File: src/rtl/mem_bus_responder.sv
// Memory-side responder on the shared CPU data/address bus: registered, wait-stated
// byte RAM access with a one-cycle ready pulse and a power-up zero sweep.
module mem_bus_responder #(
    parameter int          DEPTH_W     = 8,
    parameter logic [15:0] BASE        = 16'h0000,
    parameter int          WAIT_STATES = 1
) (
    input  logic        clk,
    input  logic        rst_n,
    input  logic        ce,
    input  logic        wre,
    input  logic        mem_rst,
    input  logic [15:0] addr,
    input  logic [7:0]  wdata,
    output logic [7:0]  rdata,
    output logic        rdata_oe,
    output logic        ready,
    output logic        busy
);

    localparam logic [1:0] CLEAR = 2'd0;
    localparam logic [1:0] IDLE  = 2'd1;
    localparam logic [1:0] WAIT  = 2'd2;
    localparam logic [1:0] ACK   = 2'd3;

    localparam logic [3:0] WS    = 4'(WAIT_STATES);
    localparam int         WORDS = 1 << DEPTH_W;

    logic [7:0]         ram [WORDS];
    logic [1:0]         state;
    logic [DEPTH_W-1:0] sweep;
    logic [3:0]         wait_cnt;
    logic [DEPTH_W-1:0] idx;
    logic               wre_q;
    logic [7:0]         wdata_q;
    logic [7:0]         rdata_q;

    logic               hit;
    logic               acc_en;
    logic [DEPTH_W-1:0] acc_idx;
    logic               acc_wre;
    logic [7:0]         acc_wdata;

    assign hit = (addr[15:DEPTH_W] == BASE[15:DEPTH_W]);

    // RAM access fires on the edge that enters ACK: from WAIT, or straight from IDLE
    // when there are no wait states (then the live bus values are used).
    always_comb begin
        acc_en    = 1'b0;
        acc_idx   = idx;
        acc_wre   = wre_q;
        acc_wdata = wdata_q;
        if (!mem_rst) begin
            if (state == IDLE && ce && hit && WS == 4'd0) begin
                acc_en    = 1'b1;
                acc_idx   = addr[DEPTH_W-1:0];
                acc_wre   = wre;
                acc_wdata = wdata;
            end else if (state == WAIT && wait_cnt <= 4'd1) begin
                acc_en = 1'b1;
            end
        end
    end

    // NOTE: RAM has no reset branch; it is cleared by the CLEAR sweep, which keeps it
    // inferable as a plain memory array.
    always_ff @(posedge clk) begin
        if (state == CLEAR) begin
            ram[sweep] <= 8'h00;
        end else if (acc_en && acc_wre) begin
            ram[acc_idx] <= acc_wdata;
        end
    end

    // NOTE: all sequential state uses non-blocking assignments so every register
    // samples pre-edge values regardless of statement order.
    always_ff @(posedge clk or negedge rst_n) begin
        if (!rst_n) begin
            state    <= CLEAR;
            sweep    <= '0;
            wait_cnt <= 4'd0;
            idx      <= '0;
            wre_q    <= 1'b0;
            wdata_q  <= 8'h00;
            rdata_q  <= 8'h00;
        end else if (mem_rst) begin
            state    <= CLEAR;
            sweep    <= '0;
            wait_cnt <= 4'd0;
        end else begin
            if (acc_en && !acc_wre) begin
                rdata_q <= ram[acc_idx];
            end
            case (state)
                CLEAR: begin
                    sweep <= sweep + 1'b1;
                    if (sweep == {DEPTH_W{1'b1}}) begin
                        state <= IDLE;
                    end
                end
                IDLE: begin
                    if (ce && hit) begin
                        idx      <= addr[DEPTH_W-1:0];
                        wre_q    <= wre;
                        wdata_q  <= wdata;
                        wait_cnt <= WS;
                        state    <= (WS == 4'd0) ? ACK : WAIT;
                    end
                end
                WAIT: begin
                    wait_cnt <= wait_cnt - 4'd1;
                    if (wait_cnt <= 4'd1) begin
                        state <= ACK;
                    end
                end
                default: state <= IDLE;
            endcase
        end
    end

    // Outputs decode the state register directly, so the async reset clears them at once.
    assign ready    = (state == ACK);
    assign rdata_oe = (state == ACK) && !wre_q;
    assign busy     = (state == CLEAR);
    assign rdata    = rdata_q;

endmodule

File: config.mk
export PLATFORM = sky130hd
export DESIGN_NAME = mem_bus_responder
export DESIGN_NICKNAME = d
export VERILOG_FILES = /design/src/rtl/mem_bus_responder.sv
export SDC_FILE = /design/constraint.sdc
export NUM_CORES = 2
export LEC_CHECK = 0
export BUFFER_PORTS_ARGS = -buffer_cell sky130_fd_sc_hd__buf_2
export CORE_MARGIN = 2
export CORE_UTILIZATION = 45
export DETAILED_ROUTE_END_ITERATION = 12
export PLACE_DENSITY = 0.6
export SKIP_LAST_GASP = 1
export SYNTH_ARGS = -nofsm -noshare
export SYNTH_HDL_FRONTEND = slang
export SYNTH_SLANG_ARGS = --single-unit
File: constraint.sdc
create_clock -name clk -period 8.1 [get_ports clk]
set_input_delay 1.62 -clock clk [delete_from_list [all_inputs] [get_ports clk]]
set_output_delay 1.62 -clock clk [all_outputs]
set_load 0.01 [all_outputs]
# After elaboration in Yosys (flattened, before gate mapping)
# Memories as Yosys holds them, arrays and structs flattened. A register that Yosys moved wholly into a read port is not among the register bits.
# Cells that the tools add are included.
[word_totals]
memories = 1
mem_bits_rw = 2048
inputBits = 29
out_inout_bits = 11
wordCells = 54
reg_bits = 31
[memory_table]
columns = ["memory", "depth", "word_bits", "read_ports", "rd_clocked_by_memory_dff", "write_ports", "line", "rtl"]
rows = [
  ["ram", 256, 8, 1, 1, 1, "29", "logic [7:0] ram [WORDS];"],
]
[classes]
magnitude_cmp = 1
eq_ne = 7
addsub = 2
n_mux = 20
bitwise = 1
reduce_logical = 16
[op_table]
columns = ["op", "count"]
rows = [
  ["two-way mux 8 bit", 4],
  ["inequality test 3 x 2 -> 1 bit (second input constant)", 3],
  ["adder 8 x 1 -> 8 bit (second input constant)", 1],
  ["== test 8 bit (second input constant)", 1],
  ["zero test 8 bit", 1],
  ["two-way mux 1 bit", 8],
  ["two-way mux 2 bit", 4],
  ["two-way mux 4 bit", 2],
  ["one-hot mux 4 bit (2 select lines)", 1],
  ["OR reduction 8 bit", 1],
  ["one-hot mux 2 bit (3 select lines)", 1],
  ["AND reduction 3 bit", 2],
  ["logical AND 1 bit", 5],
  ["== test 2 bit (second input constant)", 2],
  ["<= comparator 4 x 1 -> 1 bit (second input constant)", 1],
  ["AND reduction 2 bit", 2],
  ["subtractor 4 x 1 -> 4 bit (second input constant)", 1],
  ["nonzero test 3 bit", 1],
  ["== test 2 x 1 -> 1 bit (second input constant)", 1],
  ["zero test 1 bit", 2],
  ["zero test 2 bit", 1],
  ["nonzero test 2 bit", 1],
  ["inverter 1 bit", 1],
]

# Logic depth before layout (Yosys ltp)
[logic_depth]
ltp_word = 10
depth_mapped = 12
ltp_nobuf = 8

# Least setup slack after synthesis
# No wires, ideal clock.
[synth_path]
path_type = "input -> register"
start = "in mem_rst"
end = "mem ram[0][0], data pin"
t_arrival_ns = 5.753
cell_stages = 5
setup_time_ns = 0.873
t_required_ns = 7.227
slack_ns = 1.474
n_path_buf = 2
path_cell_list = "and2b_1 > and4_1 > buf_2 > clkbuf_1 > and3_1"
[synth_via]
elab_chain_len = 7
[synth_lines]
columns = ["item", "line", "rtl"]
rows = [
  ["start: declaration", "12", "input logic mem_rst,"],
  ["two-way mux 1 bit", "53", "if (!mem_rst) begin"],
  ["logical AND 1 bit", "70", "end else if (acc_en && acc_wre) begin"],
  ["two-way mux 1 bit", "70", ""],
  ["two-way mux 1 bit", "68", "if (state == CLEAR) begin"],
  ["two-way mux 1 bit (implied by the code)", "71", "ram[acc_idx] <= acc_wdata;"],
  ["OR reduction 8 bit (no source line)", "--", ""],
  ["two-way mux 8 bit (no source line)", "--", ""],
  ["end: declaration", "29", ""],
]
# Every way passes these cells.

# Worst setup path in the final report
[layout_path]
start = "in mem_rst"
end = "mem ram[137][6], enable pin"
[layout_via]
elab_chain_len = 7
elab_cells_between_ends = 8
cone_classes = "6 x mux; 2 x reduce/logical"
[layout_lines]
columns = ["item", "line"]
rows = [
  ["two-way mux 1 bit *", "53"],
  ["logical AND 1 bit *", "70"],
  ["two-way mux 1 bit *", "70"],
  ["two-way mux 1 bit *", "68"],
  ["two-way mux 1 bit (implied by the code) *", "71"],
  ["OR reduction 8 bit (no source line)", "--"],
  ["two-way mux 8 bit (no source line) or two-way mux 1 bit (tied branches)", "--"],
]
# Mark *: on every way between the ends. The rest lies on a longest branch, timed or not.

==> summary.md <==
| Metric | Value |
|---|---|
| Area growth from synthesis to final layout | `12.05%` |
| Share of Yosys cell area claimed by the top area cell type | `75.40%` |
| Initial antenna violation count | `15` |
| Unrepaired setup endpoints after global routing | `false` |
| Number of global-route vias before repair | `slightly below 40000` |
| Number of port buffers | `39` |
| Arrival time at the worst endpoint | `around 5.8 ns` |
| Global placer's final weighted congestion | `about 0.90` |
| Worst-Margin Slew | `approximately 1.3 ns` |
| Post-place instance area | `~84000 um2` |
| Std-Cell Core Area | `about 180000 um2` |
| Register area | `about 62000 um2` |
| Number of routed nets with antenna violations | `0` |
| Worst min path class | `flop to flop` |
| Insertion delay to the later sink of the worst-skew pair | `0.86 ns` |
| Max-Slew Margin vs Limit | `14.67%` |
| Async set-reset flop share out of synthesis | `~1.9%` |
| Reg2reg end | `ram[137][6]` |
| Vias per Instance | `between 6 and 7` |
| Leakage | `about 28 nW` |
| Largest net degree at the start of global routing | `approximately 160` |
| Worst Reg-to-Reg Cells | `8` |
| Commonest non-fill, non-tap cells in the layout | `sky130_fd_sc_hd__edfxtp_1, sky130_fd_sc_hd__mux4_2, sky130_fd_sc_hd__nor2_1` |
| Post-synth top flop | `sky130_fd_sc_hd__edfxtp_1` |
| TritonCTS clock tree | `yes` |
| Final #Nets | `4013` |
| Yosys cell types | `between 60 and 70` |
| Summed negative setup slack over all endpoints | `0 ns` |
| Drc violations | `0` |
| Most area-hungry cell type in the Yosys netlist | `sky130_fd_sc_hd__edfxtp_1` |
| Iteration-0 DRC count of the detailed router | `5521` |
| Post-synthesis cell area | `~80000 um2` |
| CP Launch Point | `mem_rst` |
| IO Count | `40` |
| # clock sinks | `between 2000 and 2500` |
| Worst-case register-to-register setup slack | `approximately 3.0 ns` |
| Critical Path RT | `between 8 and 9 ns` |
| Leading post-synthesis cells by cell area | `sky130_fd_sc_hd__edfxtp_1, sky130_fd_sc_hd__mux4_2, sky130_fd_sc_hd__mux2i_1` |
| Warning count from the yosys run | `0` |
| Layout Cell Area excl Fill | `a little over 90000 um2` |
| Number of endpoints with negative hold slack in the final report | `0` |
| Count of flip-flops with a built-in enable after synthesis | `between 2000 and 2500` |
| Worst Setup Start Kind | `input port` |
| Vias post-DR | `40450` |
| Max rail drop VDD | `0.0002490 V` |
| Post-synth net total | `a little under 4000` |
| Overall die height | `roughly 430 um` |
| Avg Cell Area, Syn | `~21 um2` |
| Tmin final | `about 5.3 ns` |
| Share of layout cells above drive strength 1 | `between 20% and 30%` |
| Buffers from clock root to sink, at most | `3` |
| Share of the clock period used by the worst path after layout | `between 60% and 70%` |
| Outcome | `finished, final reports clean` |
| Global Route Usage Sum | `approximately 24%` |
| Max Fanout on Critical Path | `18` |
| Hold_buf cts | `0` |
| Highest clock frequency the design can meet | `about 190 MHz` |
| Post-synthesis sequential area ratio | `76.60%` |
| Final Max Slew Viols | `0` |
| Floorplan die width | `429.7 um` |
| Count of standard-cell rows | `between 150 and 200` |
| Count of max-cap constraint violations | `0` |
| Effective utilization at floorplan | `between 40% and 50%` |
| Synthesized flop and latch total | `between 2000 and 2500` |
| Worst flop-to-flop path startpoint | `state[0]` |
| Post-cts sizing count | `0` |
| Filler Cell Count | `14240` |
| Category of the critical setup timing path | `input port to flop` |
| Remaining global-route overflow | `0` |
| Drt wl/cell | `around 34 um` |
| Post-Syn Instances | `3871` |
| Type of destination of the critical path | `flop` |
| First-pass DRT Iterations | `5` |
| Wire length of the first global-routing pass | `between 300000 and 400000 um` |
| Skew final | `just under 0.04 ns` |
| HPWL after detailed placement | `135700 um` |
| Final setup violation count | `0` |
| Pwr per Cell Area | `245.3 nW/um2` |
| CTS HTree Levels | `4` |
| Total routed wirelength | `about 220000 um` |
| Most common library cell in the layout ignoring fill and taps | `sky130_fd_sc_hd__edfxtp_1` |
| Timing endpoint of the critical path | `ram[137][6]` |
| Die area | `184700 um2` |
| Post-CTS Setup Bufs | `0` |
| Number of clock buffers inserted by TritonCTS | `around 210` |
| Clock transition at the registers of the reported paths | `about 0.060 ns` |
| Total area of multi-input combinational cells | `between 15000 and 20000 um2` |
| CTS root buf | `sky130_fd_sc_hd__clkbuf_16` |
[flip-flops by register name, indices dropped and copies added (netlist names)]
name and cells:
ram 2048, acc_wdata 8, acc_idx 8, sweep 8, state 2, wait_cnt 4, rdata 8, acc_wre 1
[how the worst min path moves through the flow]
stage	startpoint	to	slack, ns	cells past startpoint
floorplan	wait_cnt[1]	wait_cnt[1]	0.46	2
global placement	wait_cnt[1]	wait_cnt[1]	0.49	2
detailed placement	acc_wdata[6]	acc_wdata[6]	0.50	1
CTS	acc_wdata[6]	acc_wdata[6]	0.51	1
global route	acc_wdata[3]	acc_wdata[3]	0.54	1
finish	acc_wdata[6]	acc_wdata[6]	0.51	1
[layout make-up]
class / count / share of cell area, %
diodes: 3 / 0.008214
inverters: 8 / 0.03833
clock inverters: 139 / 1.855
clock buffers: 249 / 5.849
flip-flops and latches: 2087 / 68.37
repair buffers: 130 / 1.139
multi-input cells: 1545 / 19.49
well taps: 2370 / 3.245
[cell usage after synthesis (14+ instances only)]
library cell and instances:
sky130_fd_sc_hd__edfxtp_1 2048, sky130_fd_sc_hd__mux4_2 476, sky130_fd_sc_hd__nor2_1 290, sky130_fd_sc_hd__mux2i_1 166
sky130_fd_sc_hd__buf_2 83, sky130_fd_sc_hd__nand2_1 81, sky130_fd_sc_hd__clkbuf_1 70, sky130_fd_sc_hd__a22oi_1 58
sky130_fd_sc_hd__nand3_1 41, sky130_fd_sc_hd__dfrtp_1 39, sky130_fd_sc_hd__o22ai_1 39, sky130_fd_sc_hd__a211oi_1 36
sky130_fd_sc_hd__mux2_2 36, sky130_fd_sc_hd__o221ai_1 36, sky130_fd_sc_hd__buf_6 30, sky130_fd_sc_hd__a21oi_1 27
sky130_fd_sc_hd__a22o_1 26, sky130_fd_sc_hd__buf_4 24, sky130_fd_sc_hd__a221oi_1 23, sky130_fd_sc_hd__o211ai_1 20
sky130_fd_sc_hd__nor3_1 18, sky130_fd_sc_hd__buf_1 16, sky130_fd_sc_hd__nor4_1 16, sky130_fd_sc_hd__o21ai_0 15
sky130_fd_sc_hd__and2_1 14, sky130_fd_sc_hd__nand2b_1 14, sky130_fd_sc_hd__nand4_1 14
[metrics by stage]
stage	setup WS, ns	total power [mW]	util, %	hold WS, ns	std cells
detailed placement	2.107	12.74	46.77	0.4982	6140
global route	2.780	22.97	50.67	0.5416	6528
floorplan	1.474	12.35	-	0.4644	3871
global placement	2.217	12.74	46.77	0.4945	6140
finish	2.809	22.42	50.67	0.5093	6531
CTS	3.005	22.52	50.67	0.5129	6528
[critical path, stage by stage]
cell	delay [ns]
sky130_fd_sc_hd__buf_2	0.23
sky130_fd_sc_hd__and2b_1	0.32
sky130_fd_sc_hd__and4_1	0.86
sky130_fd_sc_hd__nand4b_1	0.19
sky130_fd_sc_hd__o21ai_1	0.41
sky130_fd_sc_hd__nand3_2	1.10
sky130_fd_sc_hd__nor2_1	1.01
[where the power goes]
part / internal, mW / switching (mW)
clock: 5.73 / 4.17
combinational: 0.184 / 0.514
sequential: 11.8 / 0.0546
total: 17.7 / 4.74
[logic make-up (layout without fill, tap and decap cells)]
family          after synthesis  after routing  share of synthesized area, %
xor+xnor                      7              7                       0.07517
flops                      2087           2087                         76.60
fa+ha+maj                     7              7                        0.1074
simple gates                531            531                         2.902
other cells                   0              3                             0
compound gates              321            321                         2.890
buf+inv                     239            526                         1.721
mux                         679            679                         15.71
[layer usage]
metal / track usage [%] / up-vias / wire length [um]
met3: 5.200 / 349 / 19130
met4: 9.247 / 6 / 8894
met1: 34.39 / 21630 / 91390
met5: 0 / - / 42
li1: - / 16420 / -
met2: 36.53 / 2048 / 103800
Power figures use the tool's default switching activity.
